$ cat src/rtl/cmp_region_tracker_if.sv
// Comparator-flag input and committed-region status bundle for cmp_region_tracker.
// The master drives the flags and the counter clear; the slave (tracker) drives the status.
interface cmp_region_tracker_if #(parameter int CNT_W = 8);
  logic             cmp_valid;
  logic             cmp_gt;
  logic             cmp_lt;
  logic             cmp_eq;
  logic             clr_cnt;
  logic [1:0]       region;
  logic             rise_pulse;
  logic             fall_pulse;
  logic [CNT_W-1:0] evt_cnt;
  logic             err;

  modport master (
    output cmp_valid, cmp_gt, cmp_lt, cmp_eq, clr_cnt,
    input  region, rise_pulse, fall_pulse, evt_cnt, err
  );

  modport slave (
    input  cmp_valid, cmp_gt, cmp_lt, cmp_eq, clr_cnt,
    output region, rise_pulse, fall_pulse, evt_cnt, err
  );
endinterface

$ cat src/rtl/cmp_region_tracker.sv
// Debounced region tracker for a 4-bit comparator's gt/lt/eq flags, with crossing pulses and a saturating event counter.
// Optional macro CMP_FLAG_CHECK_EN: reject non-one-hot flags and raise a sticky err; otherwise decode gt>lt>eq.
//
// state | meaning
// IDLE  | nothing committed since reset
// BELOW | comparator input committed below the reference
// EQUAL | comparator input committed equal to the reference
// ABOVE | comparator input committed above the reference
module cmp_region_tracker #(
  parameter int DEBOUNCE = 3,
  parameter int CNT_W    = 8
) (
  input  logic              clk,
  input  logic              rst_n,
  cmp_region_tracker_if.slave bus
);

  typedef enum logic [1:0] {
    IDLE  = 2'b00,
    BELOW = 2'b01,
    EQUAL = 2'b10,
    ABOVE = 2'b11
  } region_t;

  localparam logic [3:0] DB = 4'(DEBOUNCE);

  region_t          region_q, region_d;
  region_t          cand_q, cand_d;
  region_t          samp;
  logic [3:0]       run_q, run_d, run_upd;
  logic             rise_q, rise_d;
  logic             fall_q, fall_d;
  logic [CNT_W-1:0] cnt_q, cnt_d;
  logic             flags_ok;

  always_comb begin
`ifdef CMP_FLAG_CHECK_EN
    flags_ok = ({bus.cmp_gt, bus.cmp_lt, bus.cmp_eq} == 3'b100) ||
               ({bus.cmp_gt, bus.cmp_lt, bus.cmp_eq} == 3'b010) ||
               ({bus.cmp_gt, bus.cmp_lt, bus.cmp_eq} == 3'b001);
`else
    flags_ok = bus.cmp_gt | bus.cmp_lt | bus.cmp_eq;
`endif
    if (bus.cmp_gt)      samp = ABOVE;
    else if (bus.cmp_lt) samp = BELOW;
    else                 samp = EQUAL;
  end

  always_comb begin
    region_d = region_q;
    cand_d   = cand_q;
    run_d    = run_q;
    run_upd  = run_q;
    rise_d   = 1'b0;
    fall_d   = 1'b0;
    cnt_d    = cnt_q;
    if (bus.cmp_valid) begin
      if (!flags_ok) begin
        run_d = 4'd0;
      end else begin
        if (samp == region_q) begin
          run_upd = 4'd0;
        end else if (samp == cand_q) begin
          run_upd = run_q + 4'd1;
        end else begin
          cand_d  = samp;
          run_upd = 4'd1;
        end
        run_d = run_upd;
        // Commit on the same edge the run reaches the debounce length.
        if (run_upd == DB) begin
          region_d = cand_d;
          run_d    = 4'd0;
          rise_d   = (cand_d == ABOVE) && ((region_q == BELOW) || (region_q == EQUAL));
          fall_d   = (cand_d == BELOW) && ((region_q == ABOVE) || (region_q == EQUAL));
        end
      end
    end
    if (bus.clr_cnt)
      cnt_d = '0;
    else if ((rise_d || fall_d) && (cnt_q != {CNT_W{1'b1}}))
      cnt_d = cnt_q + 1'b1;
  end

  always_ff @(posedge clk or negedge rst_n) begin
    if (!rst_n) begin
      region_q <= IDLE;
      cand_q   <= IDLE;
      run_q    <= 4'd0;
      rise_q   <= 1'b0;
      fall_q   <= 1'b0;
      cnt_q    <= '0;
    end else begin
      region_q <= region_d;
      cand_q   <= cand_d;
      run_q    <= run_d;
      rise_q   <= rise_d;
      fall_q   <= fall_d;
      cnt_q    <= cnt_d;
    end
  end

`ifdef CMP_FLAG_CHECK_EN
  logic err_q;

  always_ff @(posedge clk or negedge rst_n) begin
    if (!rst_n)
      err_q <= 1'b0;
    else if (bus.cmp_valid && !flags_ok)
      err_q <= 1'b1;
  end

  assign bus.err = err_q;
`else
  assign bus.err = 1'b0;
`endif

  assign bus.region     = region_q;
  assign bus.rise_pulse = rise_q;
  assign bus.fall_pulse = fall_q;
  assign bus.evt_cnt    = cnt_q;

endmodule

$ cat src/flat_wrapper.sv
// flat-port wrapper written by rule: the top's interface ports become plain ports
module cmp_region_tracker_flat 
#(
  parameter int DEBOUNCE = 3,
  parameter int CNT_W    = 8
)
  (clk, rst_n, bus_cmp_valid, bus_cmp_gt, bus_cmp_lt, bus_cmp_eq, bus_clr_cnt, bus_region, bus_rise_pulse, bus_fall_pulse, bus_evt_cnt, bus_err);
  cmp_region_tracker_if #(.CNT_W(CNT_W)) bus_i ();
  input  logic clk;
  input  logic rst_n;
  input wire logic [$bits(bus_i.cmp_valid)-1:0] bus_cmp_valid;
  input wire logic [$bits(bus_i.cmp_gt)-1:0] bus_cmp_gt;
  input wire logic [$bits(bus_i.cmp_lt)-1:0] bus_cmp_lt;
  input wire logic [$bits(bus_i.cmp_eq)-1:0] bus_cmp_eq;
  input wire logic [$bits(bus_i.clr_cnt)-1:0] bus_clr_cnt;
  output wire logic [$bits(bus_i.region)-1:0] bus_region;
  output wire logic [$bits(bus_i.rise_pulse)-1:0] bus_rise_pulse;
  output wire logic [$bits(bus_i.fall_pulse)-1:0] bus_fall_pulse;
  output wire logic [$bits(bus_i.evt_cnt)-1:0] bus_evt_cnt;
  output wire logic [$bits(bus_i.err)-1:0] bus_err;
  assign bus_i.cmp_valid = bus_cmp_valid;
  assign bus_i.cmp_gt = bus_cmp_gt;
  assign bus_i.cmp_lt = bus_cmp_lt;
  assign bus_i.cmp_eq = bus_cmp_eq;
  assign bus_i.clr_cnt = bus_clr_cnt;
  assign bus_region = bus_i.region;
  assign bus_rise_pulse = bus_i.rise_pulse;
  assign bus_fall_pulse = bus_i.fall_pulse;
  assign bus_evt_cnt = bus_i.evt_cnt;
  assign bus_err = bus_i.err;
  cmp_region_tracker #(.DEBOUNCE(DEBOUNCE), .CNT_W(CNT_W)) u_core (.clk(clk), .rst_n(rst_n), .bus(bus_i));
endmodule
$ cat config.mk
export PLATFORM = sky130hd
export DESIGN_NAME = cmp_region_tracker_flat
export DESIGN_NICKNAME = d
export VERILOG_FILES = /design/src/rtl/cmp_region_tracker_if.sv /design/src/rtl/cmp_region_tracker.sv /design/src/flat_wrapper.sv
export SDC_FILE = /design/constraint.sdc
export NUM_CORES = 1
export LEC_CHECK = 0
export CAP_MARGIN = 20
export CORE_MARGIN = 8
export CORE_UTILIZATION = 52
export CTS_CLUSTER_DIAMETER = 100
export DETAILED_ROUTE_END_ITERATION = 8
export GPL_ROUTABILITY_DRIVEN = 0
export PLACE_DENSITY = 0.77
export SYNTH_ARGS = -nofsm -noshare
export SYNTH_HDL_FRONTEND = slang
export SYNTH_SLANG_ARGS = --single-unit
$ cat constraint.sdc
create_clock -name clk -period 2.95 [get_ports clk]
set_input_delay 0.59 -clock clk [delete_from_list [all_inputs] [get_ports clk]]
set_output_delay 0.59 -clock clk [all_outputs]
set_load 0.005 [all_outputs]
== Word-level counts from Yosys, hierarchy flattened ==
Cells that the tools add are included.
Word-level totals
  register bits after elaboration: 18
Cells by class
  add/sub/neg operators: 2
  equal/unequal tests: 9
  multiplexer cells: 20
  bitwise logic cells: 2
  reductions and logical operators: 9
Operators with widths (count)
  $mux 4: 6
  $mux 8: 2
  $mux 2: 6
  $add 8x1->8 const B: 1
  $ne 8x8->1 const B: 1
  $eq 2x2->1 const B: 3
  $mux 1: 6
  $add 4x1->4 const B: 1
  $eq 2x1->1 const B: 2
  $eq 2x2->1: 2
  $eq 4x2->1 const B: 1
  $logic_and 1x1->1: 3
  $logic_or 1x1->1: 3
  $reduce_and 3->1: 1
  $or 1x1->1: 2
  $reduce_and 2->1: 1
  $reduce_bool 2->1: 1

== Depth between registers and ports, before layout ==
Gate-level depths: netlist of run 1.
  depth after elaboration: 16
  gate-level depth with buffers: 8

== Least setup slack after synthesis of run 1 ==
No wires, ideal clock.
  path kind: input to register
  start: input bus_cmp_lt
  end: register u_core.cnt_q[3], in the netlist u_core.bus.evt_cnt[3]
  arrival: 2.374 ns
  required time: 2.825 ns
  path slack: 0.452 ns
  stages: 8
  path through: buf_4 -> nor4b_2 -> a32o_2 -> o21bai_1 -> or3_1 -> buf_2 -> nor4_1 -> mux2_2
On the way
  word-level cells in the longest chain between the ends: 15
RTL lines
  start, declared: line flat_wrapper.sv:13  | input wire logic [$bits(bus_i.cmp_lt)-1:0] bus_cmp_lt;
  $mux 2: line cmp_region_tracker.sv:45  | else if (bus.cmp_lt) samp = BELOW;
  $mux 2: line cmp_region_tracker.sv:44  | if (bus.cmp_gt) samp = ABOVE;
  $eq 2x2->1: line cmp_region_tracker.sv:63  | end else if (samp == cand_q) begin
  $mux 2: line cmp_region_tracker.sv:63
  $mux 2: line cmp_region_tracker.sv:61  | if (samp == region_q) begin
  $mux 2: line cmp_region_tracker.sv:58  | if (!flags_ok) begin
  $mux 2: line cmp_region_tracker.sv:57  | if (bus.cmp_valid) begin
  $eq 2x2->1 or $eq 2x1->1 (tied branches): line cmp_region_tracker.sv:74, cmp_region_tracker.sv:75
  $logic_and 1x1->1 (on tied branches): line cmp_region_tracker.sv:74, cmp_region_tracker.sv:75
  $mux 1: line cmp_region_tracker.sv:71  | if (run_upd == DB) begin
  $mux 1: line cmp_region_tracker.sv:58
  $mux 1: line cmp_region_tracker.sv:57
  $logic_or 1x1->1 *: line cmp_region_tracker.sv:81  | else if ((rise_d || fall_d) && (cnt_q != {CNT_W{1'b1}}))
  $logic_and 1x1->1 *: line cmp_region_tracker.sv:81
  $reduce_bool 2->1 (no line) *
  end signal, assigned: line cmp_region_tracker.sv:99  | cnt_q <= cnt_d;
  end, declared: line cmp_region_tracker.sv:33  | logic [CNT_W-1:0] cnt_q, cnt_d;
Mark *: on every way between the ends. The rest lies on a longest branch, timed or not. The select of a mux whose other input is x is not followed.
A chain may end at the register's enable or synchronous reset.

== Worst setup path in the final report of run 1 ==
  start: register u_core.run_q[0]
  end: register u_core.cnt_q[7], in the netlist u_core.bus.evt_cnt[7]
On the way
  word-level cells in the longest chain between the ends: 12
RTL lines
  start, declared: line cmp_region_tracker.sv:30  | logic [3:0] run_q, run_d, run_upd;
  start signal, assigned: line cmp_region_tracker.sv:96  | run_q <= run_d;
  $add 4x1->4 *: line cmp_region_tracker.sv:64  | run_upd = run_q + 4'd1;
  $mux 4 *: line cmp_region_tracker.sv:63
  $mux 4 *: line cmp_region_tracker.sv:61
  $mux 4 *: line cmp_region_tracker.sv:58
  $mux 4 *: line cmp_region_tracker.sv:57
  $eq 4x2->1 *: line cmp_region_tracker.sv:71
  $mux 1: line cmp_region_tracker.sv:71
  $mux 1: line cmp_region_tracker.sv:58
  $mux 1: line cmp_region_tracker.sv:57
  $logic_or 1x1->1 *: line cmp_region_tracker.sv:81
  $logic_and 1x1->1 *: line cmp_region_tracker.sv:81
  $reduce_bool 2->1 (no line) *
Marks and branches as above.

==> results of run 1 <==
worst min path at each step:
stage	from	to	slack, ns	cells after the start
6_report	u_core.run_q[3]	u_core.run_q[3]	0.54	1
5_1_grt	u_core.run_q[3]	u_core.run_q[3]	0.55	1
4_1_cts	u_core.run_q[3]	u_core.run_q[3]	0.54	1
3_5_place_dp	u_core.run_q[3]	u_core.run_q[3]	0.52	1
3_3_place_gp	u_core.run_q[2]	u_core.run_q[2]	0.52	2
2_1_floorplan	rst_n	u_core.bus.evt_cnt[0]	0.29	0
cell families after synthesis:
kind of cell | Yosys count
simple gates | 55
compound gates | 31
flops | 18
buf+inv | 16
mux | 7
fa+ha+maj | 4
xor+xnor | 2
other cells | 1
metrics by stage:
stage | utilization [%] | power, uW | instances
6_report | 65.8 | 790 | 183
5_1_grt | 65.8 | 860 | 183
3_5_place_dp | 64.8 | 672 | 180
2_1_floorplan | - | 564 | 134
4_1_cts | 65.8 | 793 | 183
3_3_place_gp | 64.8 | 661 | 180
registers in the layout (all words and copies together) (netlist names):
name                   cells
u_core.bus.evt_cnt         8
u_core.bus.fall_pulse      1
u_core.cand_q              2
u_core.run_q               4
u_core.bus.rise_pulse      1
u_core.bus.region          2
area by class of cell:
cell class	count	area share (%)
Tap cell	28	2.43
Multi-Input combinational cell	100	46.3
Inverter	9	2.34
Clock buffer	3	1.56
Timing Repair Buffer	25	16.1
Sequential cell	18	31.2
synth_stat cells, types with 5 or more instances:
library cell / instances / share of area, %
dfrtp_1: 18 / 38
nor2_1: 11 / 3.5
nor2b_1: 7 / 3.7
mux2_2: 5 / 4.7
nor4_1: 6 / 3.1
inv_1: 9 / 2.8
nand2_1: 5 / 1.6
nand3_1: 6 / 2.5
o21ai_0: 8 / 3.4
a21oi_1: 7 / 2.9
nand2b_1: 5 / 2.6
layer usage:
layer  track usage [%]  vias to the layer above  part of all wire, %
li1                  -                      521                    -
met1              15.9                      518                   43
met2              23.3                       35                   50
met3              2.61                        8                  4.2
met4              10.6                        0                  3.1
met5                 0                        -                    0
power by group through the flow:
| stage | Combinational, uW | Sequential [uW] | Clock [uW] |
|---|---|---|---|
| global route | 368 | 360 | 132 |
| finish | 327 | 346 | 117 |
| CTS | 326 | 345 | 123 |
| detailed placement | 324 | 348 | 0 |
| floorplan | 231 | 333 | 0 |
| global placement | 313 | 348 | 0 |
==> results.ini, run 1 <==
[setup_path]
critPathKind = register to register
critPathRequiredTime_ns = 3.13
worstPathMaxFanout = 8
slowest_stage = or3_1
worstSetupEndpoint = u_core.bus.evt_cnt[7]
crit_buf_inv = 0
rrSetupSlack_ns = 0.28
crit_start = u_core.run_q[0]
path_depth = 7
crit_path_start_kind = register
path_delay_family = simple AND/OR/NAND/NOR gates
r2r-end = u_core.bus.evt_cnt[7]
timing.rr.start = u_core.run_q[0]
end_kind = register
max_stage_delay_ns = 0.51
crit_arrival_ns = 2.85
r2r_cells = 7
worstPathCellList = ha_1, xor2_1, nor3_1, o211ai_1, or3_1, nor4_1, mux2_2

[clock_tree]
clk-insertion-delay-late_ns = 0.28
h-tree-depth = 1
clockBufferDepth = 2
clk_pin_slew_worst_paths_ns = 0.09
numCtsBuffers = 3
holdBufCountCts = 0
cts_tree = done
cts_resized = 0
postCtsSetupRepairBufs = 0
root_buffer = clkbuf_4
cts.sinks = 18

[power_and_ir_drop]
swShare_pct = 40.1
power_density_nw_per_um2 = 548
p_leak_uw = 0.000616
pwr-share-comb_pct = 41.4
p_switching_uw = 317
ir_drop_mv = 0.449
power_frac_clock_pct = 14.9
p_int_uw = 473
pwr-share-seq_pct = 43.7

[global_routing]
grt_pass1_vias = 1141
grt_use_total_pct = 14.1
grt_pass1_wl_mm = 4.84
overflow = 0
antenna_found_initial = 0
grt_max_degree = 19

[finish]
n_antenna_cell = 0
final_cell_mix = clkdlybuf4s50_1, dfrtp_1, nor2_1
nNetsFinal = 168
finish.instance_area_sq_um = 1440
fillCellCount = 174
layout-drive-gt1-share_pct = 11.6
area_delta_synth_final_pct = 20.7
seq_area_sq_um = 450
multi_input_area_sq_um = 668

[synthesis]
async_flop_share_pct = 100
syn_nets = 145
synth_edf_count = 0
synthCells = 134
synth-simple-area-share_pct = 25.8
synth_compound_area_share_pct = 17.6
ys_ff_latch = 18
synth-seq-area-share_pct = 37.7
synth-xor-area-share_pct = 1.47
muxShareOfSynthArea_pct = 6.60
netlist_area_sq_um = 1190
yosysWarnings = 0
synth_top_family_by_area = simple AND/OR/NAND/NOR gates
yosys.area_share.adder_pct = 4.19
syn_avg_cell_area_sq_um = 8.92
ys_types = 37
ys.flop_type = dfrtp_1

[placed_design]
port_buffers = 18
dpl.hpwl_mm = 2.03
dp_worst_setup_slack_ns = -0.00137
place_area_sq_um = 1420

[hold_path]
hold_class = register to register

[sta]
rsz0062_at_grt = false
hold_ws_ns = 0.540
drv_slew = 0
setup_tns_ns = 0
period_share_pct = 90.7
fin_worst_skew_ns = 0.00119
final_hold_viol_count = 0
period_needed_ns = 2.67
setup_viol = 0
clock.fmax_mhz = 374
tightest_slew_ns = 0.799
timing.final.ws_setup_ns = 0.275
relSlewSlack_pct = 46.6

[detailed_routing]
avgViaCountPerCell = 5.91
num_vias = 1082
drtIter0Drc = 55
detail-route-antenna-nets = 0
drc = 0
wl_mm = 2.61
dr.pass1.iters = 4
wire_per_inst_um = 14.3

[die]
coreArea_sq_um = 2190
dieArea_sq_um = 4090
die_h_um = 63.9
die_w_um = 63.9
rows = 17
ioPinCount = 20
initial_core_util_pct = 54.5

[run_status]
status = finished clean

[flow_run]
maxCapViolCount = 0

No activity file was read; power rests on OpenSTA's default activity.
==> inputs of run 2 (changes only) <==
--- a/config.mk
+++ b/config.mk
@@ -5,13 +5,16 @@
 export SDC_FILE = /design/constraint.sdc
 export NUM_CORES = 1
 export LEC_CHECK = 0
+export ABC_CLOCK_PERIOD_IN_PS = 2950
 export CAP_MARGIN = 20
 export CORE_MARGIN = 8
 export CORE_UTILIZATION = 52
 export CTS_CLUSTER_DIAMETER = 100
 export DETAILED_ROUTE_END_ITERATION = 8
 export GPL_ROUTABILITY_DRIVEN = 0
+export MAX_ROUTING_LAYER = met4
 export PLACE_DENSITY = 0.77
 export SYNTH_ARGS = -nofsm -noshare
 export SYNTH_HDL_FRONTEND = slang
 export SYNTH_SLANG_ARGS = --single-unit
+export TNS_END_PERCENT = 5
==> results.ini, run 2 (synthesis gave the netlist of run 1 again) <==
[sta]
relSlewSlack_pct = 46.5
fin_worst_skew_ns = 0.00116
rsz0062_at_grt = false
period_needed_ns = 2.68
period_share_pct = 90.9
setup_tns_ns = 0
tightest_slew_ns = 0.801
setup_viol = 0
clock.fmax_mhz = 373
timing.final.ws_setup_ns = 0.269
final_hold_viol_count = 0
drv_slew = 0

[power_and_ir_drop]
power_density_nw_per_um2 = 550
power.total_uw = 794
ir_drop_mv = 0.452
p_leak_uw = 0.000616

[run_status]
status = finished clean

[clock_tree]
root_buffer = clkbuf_4
holdBufCountCts = 0
cts_tree = done
clk-insertion-delay-late_ns = 0.28
numCtsBuffers = 3
cts_resized = 0
clk_pin_slew_worst_paths_ns = 0.10
h-tree-depth = 1
cts.sinks = 18
postCtsSetupRepairBufs = 0
clockBufferDepth = 2

[die]
coreArea_sq_um = 2190
dieArea_sq_um = 4090
ioPinCount = 20
initial_core_util_pct = 54.5
die_h_um = 63.9
rows = 17
die_w_um = 63.9

[finish]
area_delta_synth_final_pct = 20.7
n_antenna_cell = 0
final_cell_mix = clkdlybuf4s50_1, dfrtp_1, nor2_1
nNetsFinal = 168
layout-drive-gt1-share_pct = 11.6
largest_reg_flops = 8
fillCellCount = 174

[detailed_routing]
wl_mm = 2.65
num_vias = 1084
wire_per_inst_um = 14.5
dr.pass1.iters = 4
drc = 0
detail-route-antenna-nets = 0
drtIter0Drc = 47
avgViaCountPerCell = 5.92

[global_routing]
grt_pass1_vias = 1142
grt_use_total_pct = 14.6
overflow = 0
antenna_found_initial = 0
grt_pass1_wl_mm = 4.84
grt_max_degree = 19

[setup_path]
critPathRequiredTime_ns = 3.13
crit_arrival_ns = 2.86
critPathKind = register to register
end_kind = register
worstPathMaxFanout = 8
crit_path_start_kind = register

[placed_design]
dpl.hpwl_mm = 2.03
dp_worst_setup_slack_ns = -0.00137
port_buffers = 18

[hold_path]
hold_class = register to register

[flow_run]
maxCapViolCount = 0

==> run 2: cell counts in the layout (fill, tap and decap cells not counted) <==
Identical to the previous run, type by type.
==> run 2: power breakdown <==
| group | internal [uW] | leakage (uW) | switching (uW) |
|---|---|---|---|
| sequential | 278 | 0.000239 | 69.1 |
| combinational | 148 | 0.000363 | 181 |
| clock | 47.4 | 0.0000138 | 70.1 |
==> run 2: path summary, 6_finish.rpt <==
path | start | endpoint | slack (ns) | depth (start not counted)
hold / removal | u_core.run_q[3] | u_core.run_q[3] | 0.54 | 1
setup / recovery | u_core.run_q[0] | u_core.bus.evt_cnt[7] | 0.27 | 7
hold reg to reg | u_core.run_q[3] | u_core.run_q[3] | 0.54 | 1
max in group asynchronous | rst_n | u_core.bus.evt_cnt[3] | 1.69 | 1
min in group asynchronous | rst_n | u_core.bus.evt_cnt[6] | 0.76 | 1
setup reg to reg | u_core.run_q[0] | u_core.bus.evt_cnt[7] | 0.27 | 7
==> run 2: worst max-delay path: stages, from the launching register on <==
cell      delay (ns)
dfrtp_1         0.44
ha_1            0.26
xor2_1          0.15
nor3_1          0.28
o211ai_1        0.18
or3_1           0.51
nor4_1          0.38
mux2_2          0.37
==> run 2: per-layer routing <==
layer	track usage (%)	vias to the layer above	wire, um
met2	23.3	34	1310
met5	-	-	0
li1	-	522	-
met4	10.6	0	81
met1	16.0	520	1160
met3	2.44	8	98
==> run 2: layout make-up <==
cell class              count  area [sq um]  share of cell area [%]
repair buffers             25           233                    16.1
well taps                  28          35.0                    2.43
clock buffers               3          22.5                    1.56
flip-flops and latches     18           450                    31.2
multi-input cells         100           668                    46.3
inverters                   9          33.8                    2.34
==> run 2: per-stage QoR <==
step                utilization [%]  cells  cell area [sq um]  hold WS, ns
finish                         65.8    183               1440        0.540
global route                   65.8    183               1440        0.555
detailed placement             64.8    180               1420        0.521
floorplan                         -    134               1190        0.294
global placement               64.8    180               1420        0.518
CTS                            65.8    183               1440        0.543
